$ cat src/rtl/tt_sweep_ctrl_if.sv
// rtl/tt_sweep_ctrl_if.sv - host and function-under-test signal bundle for the truth-table sweeper
interface tt_sweep_ctrl_if;
  logic        start;
  logic [15:0] expected_tt;
  logic [3:0]  x_out;
  logic        y_in;
  logic        busy;
  logic        tt_valid;
  logic        tt_ready;
  logic [15:0] tt_out;
  logic        match;
  logic [4:0]  ones_count;

  modport master (
    output start, expected_tt, y_in, tt_ready,
    input  x_out, busy, tt_valid, tt_out, match, ones_count
  );

  modport slave (
    input  start, expected_tt, y_in, tt_ready,
    output x_out, busy, tt_valid, tt_out, match, ones_count
  );
endinterface

$ cat src/rtl/tt_sweep_ctrl.sv
// rtl/tt_sweep_ctrl.sv - sweeps a 4-input function through all minterms and captures its truth table
module tt_sweep_ctrl #(
  parameter int SETTLE_CYCLES = 1
) (
  input  logic           clk,
  input  logic           rst,
  tt_sweep_ctrl_if.slave bus
);

  typedef enum logic [1:0] {IDLE, SWEEP, DONE} state_e;

  localparam logic [3:0] SETTLE = 4'(SETTLE_CYCLES);

  state_e      state_q, state_d;
  logic [3:0]  m_q, m_d;
  logic [3:0]  c_q, c_d;
  logic [15:0] tt_q, tt_d;
  logic [15:0] exp_q, exp_d;
  logic        match_q, match_d;
  logic [4:0]  ones_q, ones_d;
  logic [15:0] tt_capt;

  function automatic logic [4:0] popcount16(input logic [15:0] v);
    logic [4:0] n;
    n = 5'd0;
    for (int i = 0; i < 16; i++) begin
      n = n + {4'd0, v[i]};
    end
    return n;
  endfunction

  always_ff @(posedge clk or posedge rst) begin
    if (rst) begin
      state_q <= IDLE;
      m_q     <= 4'd0;
      c_q     <= 4'd0;
      tt_q    <= 16'd0;
      exp_q   <= 16'd0;
      match_q <= 1'b0;
      ones_q  <= 5'd0;
    end else begin
      state_q <= state_d;
      m_q     <= m_d;
      c_q     <= c_d;
      tt_q    <= tt_d;
      exp_q   <= exp_d;
      match_q <= match_d;
      ones_q  <= ones_d;
    end
  end

  always_comb begin
    state_d = state_q;
    m_d     = m_q;
    c_d     = c_q;
    tt_d    = tt_q;
    exp_d   = exp_q;
    match_d = match_q;
    ones_d  = ones_q;
    tt_capt = tt_q;
    tt_capt[m_q] = bus.y_in;

    case (state_q)
      IDLE: begin
        if (bus.start) begin
          state_d = SWEEP;
          m_d     = 4'd0;
          c_d     = 4'd0;
          tt_d    = 16'd0;
          exp_d   = bus.expected_tt;
          match_d = 1'b0;
          ones_d  = 5'd0;
        end
      end
      SWEEP: begin
        if (c_q != SETTLE) begin
          c_d = c_q + 4'd1;
        end else begin
          c_d  = 4'd0;
          tt_d = tt_capt;
          // Final capture: result flags are registered alongside entry to DONE
          if (m_q == 4'd15) begin
            state_d = DONE;
            match_d = (tt_capt == exp_q);
            ones_d  = popcount16(tt_capt);
          end else begin
            m_d = m_q + 4'd1;
          end
        end
      end
      DONE: begin
        if (bus.tt_ready) begin
          state_d = IDLE;
        end
      end
      default: state_d = IDLE;
    endcase
  end

  assign bus.x_out      = (state_q == SWEEP) ? m_q : 4'd0;
  assign bus.busy       = (state_q == SWEEP);
  assign bus.tt_valid   = (state_q == DONE);
  assign bus.tt_out     = tt_q;
  assign bus.match      = match_q;
  assign bus.ones_count = ones_q;

endmodule

$ cat src/flat_wrapper.sv
// flat-port wrapper written by rule: the top's interface ports become plain ports
module tt_sweep_ctrl_flat 
#(
  parameter int SETTLE_CYCLES = 1
)
  (clk, rst, bus_start, bus_expected_tt, bus_y_in, bus_tt_ready, bus_x_out, bus_busy, bus_tt_valid, bus_tt_out, bus_match, bus_ones_count);
  tt_sweep_ctrl_if bus_i ();
  input  logic clk;
  input  logic rst;
  input wire logic [$bits(bus_i.start)-1:0] bus_start;
  input wire logic [$bits(bus_i.expected_tt)-1:0] bus_expected_tt;
  input wire logic [$bits(bus_i.y_in)-1:0] bus_y_in;
  input wire logic [$bits(bus_i.tt_ready)-1:0] bus_tt_ready;
  output wire logic [$bits(bus_i.x_out)-1:0] bus_x_out;
  output wire logic [$bits(bus_i.busy)-1:0] bus_busy;
  output wire logic [$bits(bus_i.tt_valid)-1:0] bus_tt_valid;
  output wire logic [$bits(bus_i.tt_out)-1:0] bus_tt_out;
  output wire logic [$bits(bus_i.match)-1:0] bus_match;
  output wire logic [$bits(bus_i.ones_count)-1:0] bus_ones_count;
  assign bus_i.start = bus_start;
  assign bus_i.expected_tt = bus_expected_tt;
  assign bus_i.y_in = bus_y_in;
  assign bus_i.tt_ready = bus_tt_ready;
  assign bus_x_out = bus_i.x_out;
  assign bus_busy = bus_i.busy;
  assign bus_tt_valid = bus_i.tt_valid;
  assign bus_tt_out = bus_i.tt_out;
  assign bus_match = bus_i.match;
  assign bus_ones_count = bus_i.ones_count;
  tt_sweep_ctrl #(.SETTLE_CYCLES(SETTLE_CYCLES)) u_core (.clk(clk), .rst(rst), .bus(bus_i));
endmodule
$ cat config.mk
export PLATFORM = sky130hd
export DESIGN_NAME = tt_sweep_ctrl_flat
export DESIGN_NICKNAME = d
export VERILOG_FILES = /design/src/rtl/tt_sweep_ctrl_if.sv /design/src/rtl/tt_sweep_ctrl.sv /design/src/flat_wrapper.sv
export SDC_FILE = /design/constraint.sdc
export NUM_CORES = 1
export LEC_CHECK = 0
export BUFFER_PORTS_ARGS = -buffer_cell sky130_fd_sc_hd__buf_4
export CORE_MARGIN = 2
export CORE_UTILIZATION = 40
export DETAILED_ROUTE_END_ITERATION = 12
export SYNTH_ARGS = -nofsm -noshare
export SYNTH_HDL_FRONTEND = slang
export SYNTH_SLANG_ARGS = --single-unit
$ cat constraint.sdc
create_clock -name clk -period 6.39 [get_ports clk]
set_input_delay 0.3195 -clock clk [delete_from_list [all_inputs] [get_ports clk]]
set_output_delay 0.3195 -clock clk [all_outputs]
set_load 0.02 [all_outputs]
# ---- Word-level counts from Yosys, hierarchy flattened
# Index checks and enable logic that the tools add are counted.
dict set report op_classes {
  n_eq_ne 10
  order_cmp 2
  shifts 0
  muxes 26
  div 0
  n_reduce_logical 9
  n_mul 0
  n_addsub 17
  bitwise_logic 0
}
# operator n
set op_table {}
lappend op_table {{5-bit by 1-bit adder with 5-bit output} 14}
lappend op_table {{16-bit two-way mux} 2}
lappend op_table {{16-bit one-hot mux with 2 select lines} 1}
lappend op_table {{4-bit two-way mux} 5}
lappend op_table {{16-bit bitwise mux} 1}
lappend op_table {{16-bit equality test} 1}
lappend op_table {{4-bit one-hot mux with 2 select lines} 2}
lappend op_table {{5-bit two-way mux} 3}
lappend op_table {{4-bit AND reduction} 3}
lappend op_table {{5-bit one-hot mux with 2 select lines} 1}
lappend op_table {{4-bit by 1-bit adder with 4-bit output (second input constant)} 2}
lappend op_table {{2-bit two-way mux} 4}
lappend op_table {{2-bit != test (second input constant)} 4}
lappend op_table {{2-bit one-hot mux with 3 select lines} 1}
lappend op_table {{4-bit by 5-bit less-than comparator with 1-bit output (second input constant)} 1}
lappend op_table {{1-bit demux with 4-bit select} 1}
lappend op_table {{4-bit equality test (second input constant)} 1}
lappend op_table {{4-bit by 1-bit >= comparator with 1-bit output (second input constant)} 1}
lappend op_table {{1-bit two-way mux} 4}
lappend op_table {{4-bit by 1-bit != test with 1-bit output (second input constant)} 1}
lappend op_table {{2-bit AND reduction} 2}
lappend op_table {{3-bit AND reduction} 1}
lappend op_table {{1-bit by 1-bit adder with 2-bit output} 1}
lappend op_table {{2-bit by 1-bit equality test with 1-bit output (second input constant)} 1}
lappend op_table {{other kinds (6)} 6}
dict set report totals {
  mem_count 0
  ff_bits 48
  in_bits 21
  rom_bits 0
  ram_bits 0
  output_inout_bits 28
  latch_bits 0
}

# ---- Logic depth before layout (Yosys ltp)
dict set report logic_depth {
  depth_word 23
  ltp_mapped 17
  depth_no_buf 17
}

# ---- Worst setup path before layout
# OpenSTA, ideal clock, no wires.
dict set report synth_path {
  kind {register to register}
  startpoint {register u_core.m_q[1]}
  endpoint {register u_core.ones_q[1] (netlist: u_core.bus.ones_count[1])}
  path_buffers 0
  required_time_ns 6.253
  stages_incl_launch_ff 17
  t_arrival_ns 4.479
  path_slack_ns 1.774
  path_cell_list {dfrtp_1 -> inv_1 -> ha_1 -> nand2_1 -> mux2i_1 -> inv_1 -> ha_1 -> fa_1 -> fa_1 -> fa_1 -> inv_1 -> fa_1 -> fa_1 -> inv_1 -> fa_1 -> nand2_1 -> o21ai_0}
}
dict set report synth_between {
  elab_chain_cells 23
}
# item line_no
set synth_lines {}
lappend synth_lines {{start: declaration} tt_sweep_ctrl.sv:15} ;# logic [3:0] m_q, m_d;
lappend synth_lines {{start signal: assignment} tt_sweep_ctrl.sv:43} ;# m_q <= m_d;
lappend synth_lines {{4-bit by 5-bit less-than comparator with 1-bit output (not written as such) / 4-bit by 1-bit >= comparator with 1-bit output (equally long branches)} tt_sweep_ctrl.sv:61} ;# tt_capt[m_q] = bus.y_in;
lappend synth_lines {{1-bit logical AND (not written as such)} tt_sweep_ctrl.sv:61}
lappend synth_lines {{1-bit two-way mux (not written as such)} tt_sweep_ctrl.sv:61}
lappend synth_lines {{1-bit demux with 4-bit select} -}
lappend synth_lines {{16-bit bitwise mux} tt_sweep_ctrl.sv:61}
lappend synth_lines {{1-bit by 1-bit adder with 2-bit output} tt_sweep_ctrl.sv:27} ;# n = n + {4'd0, v[i]};
lappend synth_lines {{5-bit by 1-bit adder with 5-bit output (14 in a row)} tt_sweep_ctrl.sv:27}
lappend synth_lines {{5-bit two-way mux} tt_sweep_ctrl.sv:82} ;# if (m_q == 4'd15) begin
lappend synth_lines {{5-bit two-way mux} tt_sweep_ctrl.sv:76} ;# if (c_q != SETTLE) begin
lappend synth_lines {{5-bit one-hot mux with 2 select lines} tt_sweep_ctrl.sv:63} ;# case (state_q)
lappend synth_lines {{end signal: assignment} tt_sweep_ctrl.sv:48} ;# ones_q <= ones_d;
lappend synth_lines {{end: declaration} tt_sweep_ctrl.sv:20} ;# logic [4:0] ones_q, ones_d;
# Several ways; a longest one is shown, not always the timed one. The select of a mux whose other input is x is not followed.
# A chain may end at the register's enable or synchronous reset.

# ---- Worst setup path in the final report
dict set report layout_path {
  startpoint {register u_core.m_q[2]}
  endpoint {register u_core.ones_q[1] (netlist: u_core.bus.ones_count[1])}
}
# Same word-level chain as after synthesis.

==> metrics.md <==
| Metric | Value |
|---|---|
| Post-Syn Nets | 372 |
| Vias in the first global route | 2,428 |
| Arrival @ worst endpoint | 5.26 ns |
| H-tree depth | 2 |
| Synth Warn # | 0 |
| Synth top area share | about two fifths |
| Final TNS setup | 0 ns |
| M1 WL | about 3.5 mm |
| CTS resizes | 0 |
| Most common cell after layout, fill and taps aside | nand2_1 |
| Async SR Flop Fraction | 100.0% |
| Num Clock Sinks | between 40 and 50 |
| Worst-margin pin slew | between 1 and 1.5 ns |
| EDFF count, synth | 0 |
| Worst-Skew Late Latency | 0.31 ns |
| Vias | ~2.4k |
| Via density | between 5 and 6 |
| Die area | about 8400 sq um |
| Setup violators final | 0 |
| Global route overflow | 0 |
| Tmin final | ~5.1 ns |
| Normalized max-slew margin | between 30% and 40% |
| Fillers | between 700 and 800 |
| Final Hold Viols | 0 |
| Status | finished clean |
| Root buffer cell | clkbuf_8 |
| Worst slack at placement | 1.389 ns |
| First-pass GRT wire length | about 12 mm |
| Final Wtd Congestion | 0.9151 |
| Ports | 49 |
| Cells after Synth | 330 |
| Nets | between 400 and 500 |
| RSZ-0062 raised after global routing | no |
| Leak | about 1.8 nW |
| Pwr dens | around 600 nW/um^2 |
| Cell variety after synth | 52 |
| TritonCTS Buffers | 5 |
| Critical path data required time | around 6.6 ns |
| Max-cap violations | 0 |
| Final ANT Viol Nets | 0 |
| CP Max Fanout | 20 |
| Core ar. | 7607 sq um |
| Critical path class | reg2reg |
| Post-DP HPWL | ~5.3 mm |
| Pin count of the biggest net entering global routing | 49 |
| DR pass1 iterations | 4 |
| Top cells by area, synth | dfrtp_1 39%, nand2_1 8.8%, fa_1 6.5% |
| Maximum clock rate | ~0.2 GHz |
| CP Launch Type | register |
| Layout cells sized above 1 | 19.78% |
| Post-Route WL | ~7.3 mm |
| Mapped Area | ~3100 sq um |
| Mapped Avg Cell Area | around 9.3 sq um |
| Hold Path Class | in2reg |
| Max clock buf depth | 2 |
| DRC Markers | 0 |
| Top FF cell, synth | dfrtp_1 |
| Port Buffer Count | 48 |
| Final period utilization | about four fifths |
| Highest metal used | met4 |
| Initial DRC Count | between 200 and 250 |
| Met3 WL | approximately 300 um |
| Max IR drop VDD | 0.3291 mV |
| Final Slew Violations | 0 |
| Initial antenna violation count | 0 |
| Area Growth Syn to Fin | 16.23% |
| Initial Utilization | 40.53% |
| Final instance area | about 3600 sq um |
| Final worst slack | around 1.3 ns |
| Most frequent cells in the layout | 72 x nand2_1, 49 x buf_4, 48 x dfrtp_1 |
| Clock Pin Slew Worst Setup and Hold Paths | around 0.090 ns |
| CP Capture Type | register |
| Core Util, Final | around 47% |
| Die Y-Extent | approximately 92 um |
| Routed wl met2 | roughly 3.3 mm |
| Post-synthesis sequential element count | 48 |
| CTS tree | done |
| Row count | 32 |
| Worst Skew | slightly above 0.005 ns |
| Cell taking the most area after synthesis | dfrtp_1 |
| Routed length per instance | around 15 um |
| # diodes | 0 |
| Die X | a little over 90 um |
| Setup Buffers After CTS | 0 |
| Gr usage total | a little under a fifth |
| Sequential-to-total area share from yosys stat | 38.96% |
| Placed Area | approximately 3500 sq um |
| Hold Buf Count CTS | 0 |
## Yosys cell counts (6+ instances only)
cell      count
clkbuf_1      9
dfrtp_1      48
fa_1         10
ha_1         11
inv_1        25
mux2i_1      10
nand2_1      72
nand3_1      21
nand3b_1      8
nor2_1        7
o21ai_0      21
xnor2_1       6
xor2_1       10
## logic make-up (layout without fill, tap and decap cells)
kind of cell,Yosys count,after routing,share of synthesized area (%)
buffers and inverters,44,83,6.655
AO/OA/AOI/OAI,50,50,10.51
flip-flops,48,48,38.96
AND/OR/NAND/NOR,135,135,21.96
adder cells (fa/ha/maj),21,21,10.96
multiplexers,16,16,6.412
XOR/XNOR,16,16,4.545
## through the flow
stage | std cells | power (mW) | hold slack, ns
5_1_grt | 471 | 2.400 | 0.1896
2_1_floorplan | 330 | 1.626 | 0.4249
6_report | 471 | 2.157 | 0.1885
3_3_place_gp | 463 | 1.930 | 0.4672
4_1_cts | 471 | 2.180 | 0.1857
3_5_place_dp | 463 | 1.951 | 0.4715
## worst max-delay path: stages, from the launching register on
cell and delay (ns):
dfrtp_1 0.81, nor2_2 0.18, nand2_1 0.15, mux2i_1 0.29, inv_1 0.08, ha_1 0.30, fa_1 0.51, fa_1 0.51
fa_1 0.51, inv_1 0.05, fa_1 0.50, fa_1 0.42, inv_1 0.09, fa_1 0.41, nand2_1 0.06, o21ai_0 0.07
## worst paths after layout
path                       slack (ns)                                 start  cells past startpoint                              endpoint
min in group asynchronous        0.26                                   rst                      2  u_core.bus.ones_count[3]$_DFFE_PP0P_
max in group asynchronous        5.50                                   rst                      2      u_core.bus.tt_out[3]$_DFFE_PP0P_
min                              0.19                   bus_expected_tt[10]                      3          u_core.exp_q[10]$_DFFE_PP0P_
max                              1.32             u_core.m_q[2]$_DFFE_PP0P_                     15  u_core.bus.ones_count[1]$_DFFE_PP0P_
min reg2reg                      0.49  u_core.bus.ones_count[3]$_DFFE_PP0P_                      2  u_core.bus.ones_count[3]$_DFFE_PP0P_
max reg2reg                      1.32             u_core.m_q[2]$_DFFE_PP0P_                     15  u_core.bus.ones_count[1]$_DFFE_PP0P_
## state kept, by name (all words and copies together), names as in the netlist
name and cells:
u_core.bus.ones_count 5, u_core.state_q 2, u_core.c_q 4, u_core.bus.tt_out 16
u_core.exp_q 16, u_core.m_q 4, u_core.bus.match 1
## power breakdown
group,leakage [nW],internal [mW],switching (mW)
registers,0.612,0.424,0.162
clock network,0.0541,0.116,0.111
logic,1.14,0.596,0.748
total,1.81,1.14,1.02
## layout make-up
type	count	area, sq um	share of cell area (%)
clock buffers	5	68.82	1.920
clock inverters	3	42.54	1.187
inverters	26	98.84	2.758
multi-input cells	238	1677	46.79
flip-flops and latches	48	1201	33.52
well taps	102	127.6	3.561
repair buffers	49	367.9	10.27
## metal layers
metal  global-route usage (%)  vias to the layer above
met5                        0                        -
met4                    6.219                        0
met3                    2.629                       11
met2                    29.47                       54
met1                    26.78                     1180
li1                         -                     1190
(Power assumes the default switching activity.)
